**src/rtl/div_pkg.sv**
```systemverilog
// rtl/div_pkg.sv - shared constants and state encoding for the mantissa divider
package div_pkg;

  localparam int MANT_W = 24;

  typedef enum logic [1:0] {
    IDLE = 2'd0,
    CALC = 2'd1,
    DONE = 2'd2
  } div_state_e;

  // Quotient reported on divide-by-zero and quotient overflow
  localparam logic [MANT_W-1:0] SAT_ONES = {MANT_W{1'b1}};

endpackage

```
**src/rtl/div24_seq_if.sv**
```systemverilog
// rtl/div24_seq_if.sv - request/result handshake bundle for the divider
interface div24_seq_if #(
  parameter int W = 24
);
  logic           in_valid;
  logic           in_ready;
  logic [2*W-1:0] in_dividend;
  logic [W-1:0]   in_divisor;
  logic           out_valid;
  logic           out_ready;
  logic [W-1:0]   out_quotient;
  logic [W-1:0]   out_remainder;
  logic           out_div_zero;
  logic           out_overflow;

  modport master (
    output in_valid, in_dividend, in_divisor, out_ready,
    input  in_ready, out_valid, out_quotient, out_remainder, out_div_zero, out_overflow
  );

  modport slave (
    input  in_valid, in_dividend, in_divisor, out_ready,
    output in_ready, out_valid, out_quotient, out_remainder, out_div_zero, out_overflow
  );
endinterface

```
**src/rtl/div_step.sv**
```systemverilog
// rtl/div_step.sv - one restoring-division step: shift in a bit, trial subtract, restore
module div_step #(
  parameter int W = 24
) (
  input  logic [W-1:0] r_i,
  input  logic         bit_i,
  input  logic [W-1:0] d_i,
  output logic [W-1:0] r_o,
  output logic         qbit_o
);

  logic [W:0]   t;
  logic [W+1:0] diff;

  // Trial subtract with one spare bit so the borrow lands in the MSB; R < D keeps T within W+1 bits
  always_comb begin
    t      = {r_i, bit_i};
    diff   = {1'b0, t} - {2'b00, d_i};
    qbit_o = ~diff[W+1];
    r_o    = qbit_o ? diff[W-1:0] : t[W-1:0];
  end

endmodule

```
**src/rtl/div24_seq.sv**
```systemverilog
// rtl/div24_seq.sv - sequential restoring divider, 2W/W -> W quotient and W remainder
module div24_seq
  import div_pkg::*;
#(
  parameter int W  = MANT_W,
  parameter int CW = 5
) (
  input  logic       clk,
  input  logic       rst,
  div24_seq_if.slave bus
);

  localparam logic [W-1:0]  ALL_ONES = {W{1'b1}};
  localparam logic [CW-1:0] LAST_CNT = CW'(W - 1);

  div_state_e    state_q, state_d;
  logic [W-1:0]  r_q, r_d;
  logic [W-1:0]  q_q, q_d;
  logic [W-1:0]  d_q, d_d;
  logic [CW-1:0] cnt_q, cnt_d;
  logic [W-1:0]  quo_q, quo_d;
  logic [W-1:0]  rem_q, rem_d;
  logic          dz_q, dz_d;
  logic          ovf_q, ovf_d;

  logic [W-1:0]  r_next;
  logic          qbit;

  div_step #(.W(W)) u_step (
    .r_i    (r_q),
    .bit_i  (q_q[W-1]),
    .d_i    (d_q),
    .r_o    (r_next),
    .qbit_o (qbit)
  );

  // Next-state, datapath and result-register load decisions
  always_comb begin
    state_d = state_q;
    r_d     = r_q;
    q_d     = q_q;
    d_d     = d_q;
    cnt_d   = cnt_q;
    quo_d   = quo_q;
    rem_d   = rem_q;
    dz_d    = dz_q;
    ovf_d   = ovf_q;
    unique case (state_q)
      IDLE: begin
        if (bus.in_valid) begin
          if (bus.in_divisor == '0) begin
            state_d = DONE;
            quo_d   = ALL_ONES;
            rem_d   = '0;
            dz_d    = 1'b1;
            ovf_d   = 1'b0;
          end else if (bus.in_dividend[2*W-1:W] >= bus.in_divisor) begin
            state_d = DONE;
            quo_d   = ALL_ONES;
            rem_d   = '0;
            dz_d    = 1'b0;
            ovf_d   = 1'b1;
          end else begin
            state_d = CALC;
            r_d     = bus.in_dividend[2*W-1:W];
            q_d     = bus.in_dividend[W-1:0];
            d_d     = bus.in_divisor;
            cnt_d   = '0;
            dz_d    = 1'b0;
            ovf_d   = 1'b0;
          end
        end
      end
      CALC: begin
        r_d   = r_next;
        q_d   = {q_q[W-2:0], qbit};
        cnt_d = cnt_q + CW'(1);
        if (cnt_q == LAST_CNT) begin
          state_d = DONE;
          quo_d   = {q_q[W-2:0], qbit};
          rem_d   = r_next;
        end
      end
      DONE: begin
        if (bus.out_ready) begin
          state_d = IDLE;
        end
      end
      default: state_d = IDLE;
    endcase
  end

  // State, working registers and held result registers
  always_ff @(posedge clk or posedge rst) begin
    if (rst) begin
      state_q <= IDLE;
      r_q     <= '0;
      q_q     <= '0;
      d_q     <= '0;
      cnt_q   <= '0;
      quo_q   <= '0;
      rem_q   <= '0;
      dz_q    <= 1'b0;
      ovf_q   <= 1'b0;
    end else begin
      state_q <= state_d;
      r_q     <= r_d;
      q_q     <= q_d;
      d_q     <= d_d;
      cnt_q   <= cnt_d;
      quo_q   <= quo_d;
      rem_q   <= rem_d;
      dz_q    <= dz_d;
      ovf_q   <= ovf_d;
    end
  end

  // Handshake strobes decode straight from the state register
  always_comb begin
    bus.in_ready      = (state_q == IDLE);
    bus.out_valid     = (state_q == DONE);
    bus.out_quotient  = quo_q;
    bus.out_remainder = rem_q;
    bus.out_div_zero  = dz_q;
    bus.out_overflow  = ovf_q;
  end

endmodule
```
**src/flat_wrapper.sv**
```systemverilog
// flat-port wrapper written by rule: the top's interface ports become plain ports
module div24_seq_flat import div_pkg::*;
#(
  parameter int W  = MANT_W,
  parameter int CW = 5
)
  (clk, rst, bus_in_valid, bus_in_dividend, bus_in_divisor, bus_out_ready, bus_in_ready, bus_out_valid, bus_out_quotient, bus_out_remainder, bus_out_div_zero, bus_out_overflow);
  div24_seq_if #(.W(W)) bus_i ();
  input  logic clk;
  input  logic rst;
  input wire logic [$bits(bus_i.in_valid)-1:0] bus_in_valid;
  input wire logic [$bits(bus_i.in_dividend)-1:0] bus_in_dividend;
  input wire logic [$bits(bus_i.in_divisor)-1:0] bus_in_divisor;
  input wire logic [$bits(bus_i.out_ready)-1:0] bus_out_ready;
  output wire logic [$bits(bus_i.in_ready)-1:0] bus_in_ready;
  output wire logic [$bits(bus_i.out_valid)-1:0] bus_out_valid;
  output wire logic [$bits(bus_i.out_quotient)-1:0] bus_out_quotient;
  output wire logic [$bits(bus_i.out_remainder)-1:0] bus_out_remainder;
  output wire logic [$bits(bus_i.out_div_zero)-1:0] bus_out_div_zero;
  output wire logic [$bits(bus_i.out_overflow)-1:0] bus_out_overflow;
  assign bus_i.in_valid = bus_in_valid;
  assign bus_i.in_dividend = bus_in_dividend;
  assign bus_i.in_divisor = bus_in_divisor;
  assign bus_i.out_ready = bus_out_ready;
  assign bus_in_ready = bus_i.in_ready;
  assign bus_out_valid = bus_i.out_valid;
  assign bus_out_quotient = bus_i.out_quotient;
  assign bus_out_remainder = bus_i.out_remainder;
  assign bus_out_div_zero = bus_i.out_div_zero;
  assign bus_out_overflow = bus_i.out_overflow;
  div24_seq #(.W(W), .CW(CW)) u_core (.clk(clk), .rst(rst), .bus(bus_i));
endmodule
```
**config.mk**
```make
export PLATFORM = sky130hd
export DESIGN_NAME = div24_seq_flat
export DESIGN_NICKNAME = d
export VERILOG_FILES = /design/src/rtl/div_pkg.sv /design/src/rtl/div24_seq_if.sv /design/src/rtl/div_step.sv /design/src/rtl/div24_seq.sv /design/src/flat_wrapper.sv
export SDC_FILE = /design/constraint.sdc
export NUM_CORES = 1
export LEC_CHECK = 0
export CORE_UTILIZATION = 40
export CTS_CLUSTER_SIZE = 24
export DETAILED_ROUTE_END_ITERATION = 12
export SLEW_MARGIN = 20
export SYNTH_ARGS = -nofsm -noshare
export SYNTH_HDL_FRONTEND = slang
export SYNTH_SLANG_ARGS = --single-unit
export TNS_END_PERCENT = 50
```
**constraint.sdc**
```tcl
create_clock -name clk -period 5.25 [get_ports clk]
set_input_delay 1.05 -clock clk [delete_from_list [all_inputs] [get_ports clk]]
set_output_delay 1.05 -clock clk [all_outputs]
set_load 0.02 [all_outputs]
```
==> metrics.cfg <==
[route]
antenna_left=0
via_count=6386
wl_per_cell_um=17.6
drt_iter0_drc=454
drt-total-wl_mm=20.8
drcViolationCount=0
dr.pass1.iters=5
vias_per_cell=5.40

[hold_path]
hold_path.class=reg -> reg
whs_path_depth=1
hold_path_startpoint=u_core.bus.out_remainder[7]$_DFFE_PP0P_
worstHoldEndpoint=u_core.bus.out_remainder[7]$_DFFE_PP0P_

[grt]
grt_overflow=0
grt_pass1_vias=6374
antenna_found_initial=0
grt_max_degree=76
track_usage_pct=22.1
grt_pass1_wl_mm=34.1

[clock_tree]
cts_resized=0
ctsLongestPathBuffers=2
clkSinkCount=129
cts_made_buffers=17
clock-root-buffer=clkbuf_16
holdBufCountCts=0
clk_latency_ps=440
path_clk_slew_ps=60
postCtsSetupBuffers=0
htree_levels=4
cts_tree=done

[timing]
fin_skew_ps=10.4
setup_tns_ps=0
grt_setup_unrepaired=no
max_freq_mhz=253
fin_crit_sh_pct=75.3
slew_headroom_pct=32.4
worst_slew_pin_slew_ps=1010
setup_viol=0
hold_violations=0
period_needed_ps=3950
slew_violations=0

[critical_path]
worstPathArrival_ps=4300
crit_required_ps=5600
reg2reg_from=u_core.r_q[13]$_DFFE_PP0P_
crit_type=in -> reg
r2r_end=u_core.r_q[1]$_DFFE_PP0P_
endpoint_kind=flop
r2r_cells=8
rrSetupSlack_ps=1830
path_max_fanout=14
start_kind=input port

[die]
dieArea_mm2=0.0198
die_x_um=141
die_h_um=141
initial_core_util_pct=41.0
io_pins=128
coreArea_mm2=0.0188
rows=50

[power]
power_leakage_nw=4.44
ir_drop_mv=0.260
power.density_mw_per_mm2=675
p_total_mw=6.58

[synthesis]
synth_edf_count=0
seq_area_frac_synth_pct=41.9
ys.flop_type=dfrtp_1
syn_inst=816
avgSynthCellArea_um2=9.44
ys_ff_latch=129
yosys_warnings=0
ys_types=60
syn_area_mm2=0.00770
async_flop_share_pct=100
syn_nets=942

[placement]
port_buffers=127
placed_cells_incl_taps=1150
post_dp_cell_area_mm2=0.00917
hpwl_mm=14.8
place.gp.congestion=0.885

[final_layout]
area_growth_pct=26.6
layout_common_cells=129 x dfrtp_1, 127 x clkdlybuf4s50_1, 101 x nand2_1
final_common_cell=dfrtp_1
final_cells=1182
final_area_mm2=0.00975
layout-drive-gt1-share_pct=6.43
antenna_cells=0
fin_nets=1061

[run]
drv_cap=0

[outcome]
status=complete, no violations

[per-stage QoR]
step	hold WS (ps)	utilization (%)	setup WS, ps
3_5_place_dp	473	48.9	832
5_1_grt	512	51.9	1020
2_1_floorplan	484	-	759
6_report	490	51.9	1300
3_3_place_gp	477	48.9	833
4_1_cts	494	51.9	1280
[worst max-delay path by stage]
stage | start | to | slack (ps) | cells after the start
3_3_place_gp | bus_in_divisor[2] | u_core.bus.out_quotient[1]$_DFFE_PP0P_ | 830 | 11
3_5_place_dp | bus_in_dividend[24] | u_core.state_q[1]$_DFFE_PP0P_ | 830 | 10
2_1_floorplan | rst | u_core.bus.out_div_zero$_DFFE_PP0P_ | 760 | 1
5_1_grt | bus_in_divisor[21] | u_core.bus.out_quotient[0]$_DFFE_PP0P_ | 1020 | 10
6_report | bus_in_divisor[21] | u_core.bus.out_quotient[15]$_DFFE_PP0P_ | 1300 | 10
4_1_cts | bus_in_dividend[24] | u_core.state_q[1]$_DFFE_PP0P_ | 1280 | 10
[synth_stat cells, drive strengths merged (12+ instances only)]
cell type,count,area (µm²)
dfrtp,129,3230
mux2i,87,871
nand3,12,65.1
ha,49,613
a31oi,33,206
buf,20,138
a21oi,41,220
nand2,102,383
nor2,39,146
nor4,14,87.6
nand4,13,87.6
clkbuf,18,67.6
o21ai,50,262
o2bb2ai,25,219
inv,86,323
[metal layers]
metal | GRT usage [%] | share of wire, %
met5 | 0 | 0
met4 | 6.06 | 1.0
met3 | 4.48 | 5.1
met2 | 33.6 | 44
met1 | 31.9 | 50
[logic make-up (layout without fill, tap and decap cells)]
group | count (synthesis) | after routing | synth area share (%)
flip-flops | 129 | 129 | 41.9
AO/OA/AOI/OAI | 188 | 188 | 16.1
AND/OR/NAND/NOR | 221 | 221 | 13.5
adder cells (fa/ha/maj) | 50 | 50 | 8.22
XOR/XNOR | 13 | 13 | 1.48
buffers and inverters | 124 | 256 | 6.86
multiplexers | 91 | 91 | 11.9
[report_power, final]
group	switching, mW	internal (mW)	leakage, nW
clock network	0.486	0.668	0.273
registers	0.233	1.41	1.53
logic	2.20	1.58	2.64
[sequential cells by signal, indices dropped and copies added (netlist names)]
register and flops:
u_core.bus.out_remainder 24, u_core.bus.out_overflow 1, u_core.d_q 24, u_core.r_q 24, u_core.bus.out_quotient 24, u_core.q_q 24
u_core.state_q 2, u_core.cnt_q 5, u_core.bus.out_div_zero 1
[final cells by class]
cell class              instances  area (µm²)
clock buffers                  18         439
well taps                     234         293
repair buffers                138        1370
inverters                      86         325
clock inverters                14         133
multi-input cells             563        3970
fillers                      1784        9020
flip-flops and latches        129        3230
[worst max-delay path: stages]
cell	delay, ps
clkdlybuf4s50_1	560
inv_1	70
ha_1	300
nand4_1	230
nor4_1	380
nand3_1	300
a211o_1	400
a21oi_4	530
buf_4	280
mux2i_1	200
Note: power is estimated with default switching activity, not from simulation.
